### src/rtl/fb_access_arbiter_pkg.sv
// Shared widths, FSM encodings and cell codes for the LED frame-buffer access arbiter.
// Address layout is {row, col} with row in the MSBs.
package fb_access_arbiter_pkg;

    localparam int unsigned FB_ROW_W  = 3;
    localparam int unsigned FB_COL_W  = 3;
    localparam int unsigned FB_DATA_W = 4;
    localparam int unsigned FB_ADDR_W = FB_ROW_W + FB_COL_W;

    localparam logic [FB_ADDR_W-1:0] FB_LAST_ADDR = '1;

    // {valid, g, r, spare}
    localparam logic [FB_DATA_W-1:0] CELL_ON  = 4'b1010;
    localparam logic [FB_DATA_W-1:0] CELL_OFF = 4'b1000;

    typedef enum logic {
        FB_IDLE = 1'b0,
        FB_FILL = 1'b1
    } fb_state_e;

    function automatic logic [FB_ADDR_W-1:0] fb_addr(input logic [FB_ROW_W-1:0] row,
                                                     input logic [FB_COL_W-1:0] col);
        return {row, col};
    endfunction

endpackage

### src/rtl/fb_access_arbiter_if.sv
// Requester and RAM-side signal bundle of the frame-buffer arbiter.
// The arbiter uses the slave view; requesters and the RAM model use the master view.
interface fb_access_arbiter_if
    import fb_access_arbiter_pkg::*;
#(
    parameter int unsigned ROW_W  = FB_ROW_W,
    parameter int unsigned COL_W  = FB_COL_W,
    parameter int unsigned DATA_W = FB_DATA_W
);
    localparam int unsigned ADDR_W = ROW_W + COL_W;

    logic              scan_req;
    logic [ROW_W-1:0]  scan_row;
    logic [COL_W-1:0]  scan_col;
    logic              scan_valid;
    logic [DATA_W-1:0] scan_data;

    logic              pen_req;
    logic [ROW_W-1:0]  pen_row;
    logic [COL_W-1:0]  pen_col;
    logic [DATA_W-1:0] pen_data;
    logic              pen_ack;

    logic              fill_start;
    logic [DATA_W-1:0] fill_data;
    logic              fill_busy;
    logic              fill_done;

    logic              mem_we;
    logic [ADDR_W-1:0] mem_addr;
    logic [DATA_W-1:0] mem_wdata;
    logic [DATA_W-1:0] mem_rdata;

    logic [ROW_W-1:0]  row_d;
    logic [COL_W-1:0]  col_d;

    modport slave (
        input  scan_req, scan_row, scan_col, pen_req, pen_row, pen_col, pen_data,
        input  fill_start, fill_data, mem_rdata,
        output scan_valid, scan_data, pen_ack, fill_busy, fill_done,
        output mem_we, mem_addr, mem_wdata, row_d, col_d
    );

    modport master (
        output scan_req, scan_row, scan_col, pen_req, pen_row, pen_col, pen_data,
        output fill_start, fill_data, mem_rdata,
        input  scan_valid, scan_data, pen_ack, fill_busy, fill_done,
        input  mem_we, mem_addr, mem_wdata, row_d, col_d
    );

endinterface

### src/rtl/fb_access_arbiter_fill_seq.sv
// Bulk fill/clear sequencer: walks every frame-buffer address once with a latched value,
// stalling on cycles the scan reader owns the RAM port.
module fb_access_arbiter_fill_seq
    import fb_access_arbiter_pkg::*;
#(
    parameter int unsigned ADDR_W = FB_ADDR_W,
    parameter int unsigned DATA_W = FB_DATA_W
) (
    input  logic              clk,
    input  logic              rst,
    input  logic              i_start,
    input  logic [DATA_W-1:0] i_data,
    input  logic              i_stall,
    output logic              o_busy,
    output logic              o_done,
    output logic              o_we,
    output logic [ADDR_W-1:0] o_addr,
    output logic [DATA_W-1:0] o_wdata
);

    localparam logic [ADDR_W-1:0] LAST_ADDR = '1;

    fb_state_e         r_state;
    logic [ADDR_W-1:0] r_cnt;
    logic [DATA_W-1:0] r_data;
    logic              r_done;
    logic              w_write;

    // No write in the reset cycle so an aborted fill stops cleanly.
    assign w_write = (r_state == FB_FILL) && !i_stall && !rst;

    always_ff @(posedge clk) begin
        if (rst) begin
            r_state <= FB_IDLE;
            r_cnt   <= '0;
            r_data  <= '0;
            r_done  <= 1'b0;
        end else begin
            r_done <= 1'b0;
            case (r_state)
                FB_IDLE: begin
                    if (i_start) begin
                        r_state <= FB_FILL;
                        r_cnt   <= '0;
                        r_data  <= i_data;
                    end
                end
                FB_FILL: begin
                    if (w_write) begin
                        if (r_cnt == LAST_ADDR) begin
                            r_state <= FB_IDLE;
                            r_cnt   <= '0;
                            r_done  <= 1'b1;
                        end else begin
                            r_cnt <= r_cnt + 1'b1;
                        end
                    end
                end
                default: r_state <= FB_IDLE;
            endcase
        end
    end

    assign o_busy  = (r_state == FB_FILL);
    assign o_done  = r_done;
    assign o_we    = w_write;
    assign o_addr  = r_cnt;
    assign o_wdata = r_data;

endmodule

### src/rtl/fb_access_arbiter.sv
// Single-port frame-buffer arbiter: scan reads beat fill writes beat pen writes, one access
// per cycle. Tracks the last pen-written cell for the pen-feedback logic.
module fb_access_arbiter
    import fb_access_arbiter_pkg::*;
#(
    parameter int unsigned ROW_W  = FB_ROW_W,
    parameter int unsigned COL_W  = FB_COL_W,
    parameter int unsigned DATA_W = FB_DATA_W
) (
    input logic                clk,
    input logic                rst,
    fb_access_arbiter_if.slave bus
);

    localparam int unsigned ADDR_W = ROW_W + COL_W;

    logic              w_scan_rd;
    logic              w_pen_grant;
    logic              w_fill_busy;
    logic              w_fill_done;
    logic              w_fill_we;
    logic [ADDR_W-1:0] w_fill_addr;
    logic [DATA_W-1:0] w_fill_wdata;

    logic              w_mem_we;
    logic [ADDR_W-1:0] w_mem_addr;
    logic [DATA_W-1:0] w_mem_wdata;

    logic              r_armed;
    logic              r_scan_valid;
    logic [DATA_W-1:0] r_scan_hold;
    logic [ROW_W-1:0]  r_row_d;
    logic [COL_W-1:0]  r_col_d;

    fb_access_arbiter_fill_seq #(
        .ADDR_W (ADDR_W),
        .DATA_W (DATA_W)
    ) u_fill_seq (
        .clk     (clk),
        .rst     (rst),
        .i_start (bus.fill_start),
        .i_data  (bus.fill_data),
        .i_stall (bus.scan_req),
        .o_busy  (w_fill_busy),
        .o_done  (w_fill_done),
        .o_we    (w_fill_we),
        .o_addr  (w_fill_addr),
        .o_wdata (w_fill_wdata)
    );

    assign w_scan_rd = bus.scan_req && !rst;

    // A fill_start in the same idle cycle takes precedence; the pen retries once fill ends.
    assign w_pen_grant = bus.pen_req && r_armed && !w_fill_busy && !bus.fill_start &&
                         !bus.scan_req && !rst;

    always_comb begin
        w_mem_we    = 1'b0;
        w_mem_addr  = '0;
        w_mem_wdata = '0;
        if (w_scan_rd) begin
            w_mem_addr = {bus.scan_row, bus.scan_col};
        end else if (w_fill_we) begin
            w_mem_we    = 1'b1;
            w_mem_addr  = w_fill_addr;
            w_mem_wdata = w_fill_wdata;
        end else if (w_pen_grant) begin
            w_mem_we    = 1'b1;
            w_mem_addr  = {bus.pen_row, bus.pen_col};
            w_mem_wdata = bus.pen_data;
        end
    end

    always_ff @(posedge clk) begin
        if (rst) begin
            r_armed      <= 1'b1;
            r_scan_valid <= 1'b0;
            r_scan_hold  <= '0;
            r_row_d      <= '0;
            r_col_d      <= '0;
        end else begin
            r_scan_valid <= w_scan_rd;
            if (r_scan_valid) begin
                r_scan_hold <= bus.mem_rdata;
            end
            // One write per pen_req assertion: re-arm only after the request is seen low.
            if (w_pen_grant) begin
                r_armed <= 1'b0;
                r_row_d <= bus.pen_row;
                r_col_d <= bus.pen_col;
            end else if (!bus.pen_req) begin
                r_armed <= 1'b1;
            end
        end
    end

    assign bus.scan_valid = r_scan_valid;
    assign bus.scan_data  = r_scan_valid ? bus.mem_rdata : r_scan_hold;
    assign bus.pen_ack    = w_pen_grant;
    assign bus.fill_busy  = w_fill_busy;
    assign bus.fill_done  = w_fill_done;
    assign bus.mem_we     = w_mem_we;
    assign bus.mem_addr   = w_mem_addr;
    assign bus.mem_wdata  = w_mem_wdata;
    assign bus.row_d      = r_row_d;
    assign bus.col_d      = r_col_d;

endmodule

### src/flat_wrapper.sv
// flat-port wrapper written by rule: the top's interface ports become plain ports
module fb_access_arbiter_flat import fb_access_arbiter_pkg::*;
#(
    parameter int unsigned ROW_W  = FB_ROW_W,
    parameter int unsigned COL_W  = FB_COL_W,
    parameter int unsigned DATA_W = FB_DATA_W
)
  (clk, rst, bus_scan_req, bus_scan_row, bus_scan_col, bus_pen_req, bus_pen_row, bus_pen_col, bus_pen_data, bus_fill_start, bus_fill_data, bus_mem_rdata, bus_scan_valid, bus_scan_data, bus_pen_ack, bus_fill_busy, bus_fill_done, bus_mem_we, bus_mem_addr, bus_mem_wdata, bus_row_d, bus_col_d);
  fb_access_arbiter_if #(.ROW_W(ROW_W), .COL_W(COL_W), .DATA_W(DATA_W)) bus_i ();
  input logic clk;
  input logic rst;
  input wire logic [$bits(bus_i.scan_req)-1:0] bus_scan_req;
  input wire logic [$bits(bus_i.scan_row)-1:0] bus_scan_row;
  input wire logic [$bits(bus_i.scan_col)-1:0] bus_scan_col;
  input wire logic [$bits(bus_i.pen_req)-1:0] bus_pen_req;
  input wire logic [$bits(bus_i.pen_row)-1:0] bus_pen_row;
  input wire logic [$bits(bus_i.pen_col)-1:0] bus_pen_col;
  input wire logic [$bits(bus_i.pen_data)-1:0] bus_pen_data;
  input wire logic [$bits(bus_i.fill_start)-1:0] bus_fill_start;
  input wire logic [$bits(bus_i.fill_data)-1:0] bus_fill_data;
  input wire logic [$bits(bus_i.mem_rdata)-1:0] bus_mem_rdata;
  output wire logic [$bits(bus_i.scan_valid)-1:0] bus_scan_valid;
  output wire logic [$bits(bus_i.scan_data)-1:0] bus_scan_data;
  output wire logic [$bits(bus_i.pen_ack)-1:0] bus_pen_ack;
  output wire logic [$bits(bus_i.fill_busy)-1:0] bus_fill_busy;
  output wire logic [$bits(bus_i.fill_done)-1:0] bus_fill_done;
  output wire logic [$bits(bus_i.mem_we)-1:0] bus_mem_we;
  output wire logic [$bits(bus_i.mem_addr)-1:0] bus_mem_addr;
  output wire logic [$bits(bus_i.mem_wdata)-1:0] bus_mem_wdata;
  output wire logic [$bits(bus_i.row_d)-1:0] bus_row_d;
  output wire logic [$bits(bus_i.col_d)-1:0] bus_col_d;
  assign bus_i.scan_req = bus_scan_req;
  assign bus_i.scan_row = bus_scan_row;
  assign bus_i.scan_col = bus_scan_col;
  assign bus_i.pen_req = bus_pen_req;
  assign bus_i.pen_row = bus_pen_row;
  assign bus_i.pen_col = bus_pen_col;
  assign bus_i.pen_data = bus_pen_data;
  assign bus_i.fill_start = bus_fill_start;
  assign bus_i.fill_data = bus_fill_data;
  assign bus_i.mem_rdata = bus_mem_rdata;
  assign bus_scan_valid = bus_i.scan_valid;
  assign bus_scan_data = bus_i.scan_data;
  assign bus_pen_ack = bus_i.pen_ack;
  assign bus_fill_busy = bus_i.fill_busy;
  assign bus_fill_done = bus_i.fill_done;
  assign bus_mem_we = bus_i.mem_we;
  assign bus_mem_addr = bus_i.mem_addr;
  assign bus_mem_wdata = bus_i.mem_wdata;
  assign bus_row_d = bus_i.row_d;
  assign bus_col_d = bus_i.col_d;
  fb_access_arbiter #(.ROW_W(ROW_W), .COL_W(COL_W), .DATA_W(DATA_W)) u_core (.clk(clk), .rst(rst), .bus(bus_i));
endmodule
### config.mk
export PLATFORM = sky130hd
export DESIGN_NAME = fb_access_arbiter_flat
export DESIGN_NICKNAME = d
export VERILOG_FILES = /design/src/rtl/fb_access_arbiter_pkg.sv /design/src/rtl/fb_access_arbiter_if.sv /design/src/rtl/fb_access_arbiter_fill_seq.sv /design/src/rtl/fb_access_arbiter.sv /design/src/flat_wrapper.sv
export SDC_FILE = /design/constraint.sdc
export NUM_CORES = 1
export LEC_CHECK = 0
export BUFFER_PORTS_ARGS = -buffer_cell sky130_fd_sc_hd__buf_2
export CAP_MARGIN = 0
export CORE_MARGIN = 10
export CORE_UTILIZATION = 26
export CTS_CLUSTER_DIAMETER = 50
export DETAILED_ROUTE_END_ITERATION = 10
export PLACE_DENSITY = 0.48
export RECOVER_POWER = 50
export SLEW_MARGIN = 15
export SYNTH_ARGS = -nofsm -noshare
export SYNTH_HDL_FRONTEND = slang
export SYNTH_SLANG_ARGS = --single-unit
### constraint.sdc
create_clock -name clk -period 1.3 [get_ports clk]
set_input_delay 0.065 -clock clk [delete_from_list [all_inputs] [get_ports clk]]
set_output_delay 0.065 -clock clk [all_outputs]
set_load 0.005 [all_outputs]
==> impl_metrics.sql <==
INSERT INTO impl_metrics (metric_group, metric, value, unit) VALUES
('timing', 'fin_tns_setup', '-2.81', 'ns'),
('drt', 'avgViaCountPerCell', '4.63', ''),
('pwr', 'netSwitchingFraction', '25.7', '%'),
('finish', 'final_core_utilization', '41.8', '%'),
('pwr', 'power.share.clock', '32.3', '%'),
('finish', 'antenna_cells', '0', ''),
('finish', 'n_fill_cell', '468', ''),
('pwr', 'seq_power_share', '48.8', '%'),
('clock_network', 'clk_transition_reported_paths', '0.09', 'ns'),
('status', 'run_status', 'finished, violations left', ''),
('grt', 'met1_use_gr', '12.6', '%'),
('logic_synthesis', 'average_cell_area_after_synthesis', '7.88', 'um^2'),
('clock_network', 'clock_insertion_delay_worst_skew', '0.26', 'ns'),
('grt', 'grt_pass1_vias', '1307', ''),
('worst_setup_path', 'setup_crit_start_kind', 'register', ''),
('drt', 'route.final.wire_length', '3800', 'um'),
('pwr', 'comb_power_share', '18.9', '%'),
('pwr', 'internal_power', '1.18', 'mW'),
('clock_network', 'cts-root-to-sink-buffers', '2', ''),
('finish', 'finish.instance_area', '1810', 'um^2'),
('worst_setup_path', 'critPathMaxFanout', '7', ''),
('logic_synthesis', 'synth_area', '1150', 'um^2'),
('clock_network', 'clock_tree.htree_level_count', '1', ''),
('logic_synthesis', 'yosys_register_bits', '24', ''),
('finish', 'layout.nets', '249', ''),
('pwr', 'power', '1.59', 'mW'),
('grt', 'gr-max-usage-layer', 'met2', ''),
('logic_synthesis', 'netlist.area_leader.share', '41.7', '%'),
('drt', 'route.detailed.drc', '0', ''),
('timing', 'fmaxAchievable', '655', 'MHz'),
('timing', 'setup_viol', '14', ''),
('drt', 'detail_route.iter0.violations', '86', ''),
('logic_synthesis', 'ys_top_cells_by_area', 'sky130_fd_sc_hd__dfxtp_1 (42%), sky130_fd_sc_hd__a21oi_1 (9.1%), sky130_fd_sc_hd__nand2_1 (8.2%), sky130_fd_sc_hd__a211oi_1 (5.9%), sky130_fd_sc_hd__nor2_1 (4.2%)', ''),
('placement', 'placement.setup.worst_slack', '-0.0749', 'ns'),
('placement', 'finalWeightedCongestion', '0.804', ''),
('logic_synthesis', 'synth-simple-area-share', '26.4', '%'),
('logic_synthesis', 'combinational_family_with_the_most_area_after_synthesis', 'simple AND/OR/NAND/NOR gates', ''),
('grt', 'antenna_violations_before_repair', '0', ''),
('die', 'floorplan.rows', '24', ''),
('timing', 'grt_setup_unrepaired', 'yes', ''),
('clock_network', 'clock_sink_count', '24', ''),
('worst_setup_path', 'worst-setup-path-type', 'register to output pin', ''),
('clock_network', 'holdBufCountCts', '0', ''),
('drt', 'vias', '1250', ''),
('worst_setup_path', 'end_kind', 'output pin', ''),
('logic_synthesis', 'yosys.area.top_type', 'sky130_fd_sc_hd__dfxtp_1', ''),
('die', 'die_area', '7490', 'um^2'),
('finish', 'top_library_cells_by_usage_in_the_layout_fill_and_taps_aside', 'sky130_fd_sc_hd__buf_2 (53), sky130_fd_sc_hd__dfxtp_1 (22), sky130_fd_sc_hd__a21oi_1 (20), sky130_fd_sc_hd__nand2_1 (20), sky130_fd_sc_hd__buf_4 (20)', ''),
('finish', 'layout.cells.most_common', 'sky130_fd_sc_hd__buf_2', ''),
('clock_network', 'cts_tree', 'done', ''),
('logic_synthesis', 'sequential_fraction_of_the_synthesis_area', '41.7', '%'),
('timing', 'max_slew.worst_pin.slew', '0.393', 'ns'),
('logic_synthesis', 'post_synth_fa_ha_maj_area_fraction', '1.09', '%'),
('drt', 'wire_per_inst', '14.1', 'um'),
('finish', 'post_route_cells_drive_above_1_share', '50.9', '%'),
('drt', 'detail_route.first_pass.iterations', '4', ''),
('timing', 'final.setup.worst_slack', '-0.228', 'ns'),
('die', 'die-height', '86.5', 'um'),
('drt', 'drt.antenna.violating_nets', '0', ''),
('grt', 'grt_usage', '10.1', '%'),
('min_path', 'timing.hold.worst.class', 'primary input to register', ''),
('timing', 'final.hold.worst_slack', '0.0293', 'ns'),
('placement', 'placed_area', '1590', 'um^2'),
('placement', 'buffer_ports.inserted', '53', ''),
('grt', 'grt_pass1_wl', '6260', 'um'),
('timing', 'fin_skew', '0.00132', 'ns'),
('grt', 'grt_start_max_net_pins', '35', ''),
('timing', 'finalWorstPathRequiredPeriod', '1.53', 'ns'),
('placement', 'post-place-cells', '261', ''),
('status', 'violations_in_the_final_reports', 'negative setup slack', ''),
('timing', 'min_period_over_period', '118', '%');
cells by family (layout without fill, tap and decap cells):
group,count (synthesis),count (layout)
and+or+nand+nor,64,64
AOI/OAI and AO/OA,40,40
DFF,24,24
buffers and inverters,11,83
muxes,4,4
xor gates and xnor gates,2,2
adders and majority gates,1,1
routing by layer:
layer / share of wire (%) / vias to the layer above
met4: 1.2 / 0
met3: 8.0 / 4
met1: 45 / 555
met5: 0 / -
li1: - / 653
met2: 45 / 38
cell usage after synthesis, drive strengths merged:
cell and count:
and4 1, nand3 2, a22oi 5, dfxtp 24, a31oi 1, a211oi 9
and2 3, nand4 2, or3b 1, a21o 2, o21ai 2, xor2 2
clkbuf 8, nor2 13, buf 2, nor2b 6, and3 1, nor3 7
a21oi 21, ha 1, nand2 25, inv 1, nand2b 2, mux2 4
or3 1
worst max-delay path: stages (launching register included):
cell and delay, ns:
sky130_fd_sc_hd__dfxtp_4 0.37, sky130_fd_sc_hd__nor2_4 0.09, sky130_fd_sc_hd__and4_4 0.23, sky130_fd_sc_hd__buf_6 0.14
sky130_fd_sc_hd__a22oi_2 0.06, sky130_fd_sc_hd__nor3_2 0.17, sky130_fd_sc_hd__buf_2 0.13
power by group through the flow:
| stage | registers [mW] | clock network, mW | logic [mW] |
|---|---|---|---|
| detailed placement | 0.791 | 0 | 0.258 |
| global route | 0.778 | 0.574 | 0.331 |
| CTS | 0.775 | 0.537 | 0.291 |
| global placement | 0.790 | 0 | 0.259 |
| finish | 0.774 | 0.512 | 0.300 |
| floorplan | 0.790 | 0 | 0.130 |
final cells by class:
cell class	instances	share of cell area, %
tap	52	3.60
inverter	1	0.208
sequential	24	26.9
clock buffer	4	3.04
multi-input combinational	111	40.2
timing repair buffer	78	26.1
worst paths after layout:
| path | startpoint | to | slack (ns) | cells past startpoint |
|---|---|---|---|---|
| hold / removal | bus_fill_data[1] | u_core.u_fill_seq.o_wdata[1] | 0.03 | 3 |
| setup reg to reg | u_core.u_fill_seq.o_busy | u_core.u_fill_seq.o_addr[0] | -0.22 | 5 |
| hold reg to reg | u_core.bus.col_d[0] | u_core.bus.col_d[0] | 0.46 | 2 |
| setup / recovery | u_core.u_fill_seq.o_busy | bus_mem_wdata[0] | -0.23 | 6 |
sequential cells by signal, indices dropped and copies added, names as in the netlist:
signal,count
u_core.r_armed,1
u_core.bus.col_d,3
u_core.u_fill_seq.o_wdata,4
u_core.u_fill_seq.o_addr,6
u_core.u_fill_seq.o_busy,1
u_core.u_fill_seq.o_done,1
u_core.bus.scan_valid,1
u_core.r_scan_hold,4
u_core.bus.row_d,3
what timing repair did:
action | CTS | global route
endpoints found under the hold margin | 0 | 0
setup buffers | 4 | 1
endpoints found under the setup margin | 14 | 19
cloned | 0 | 0
pin swaps | 4 | 6
resized for setup | 20 | 12
(Power assumes the default switching activity.)
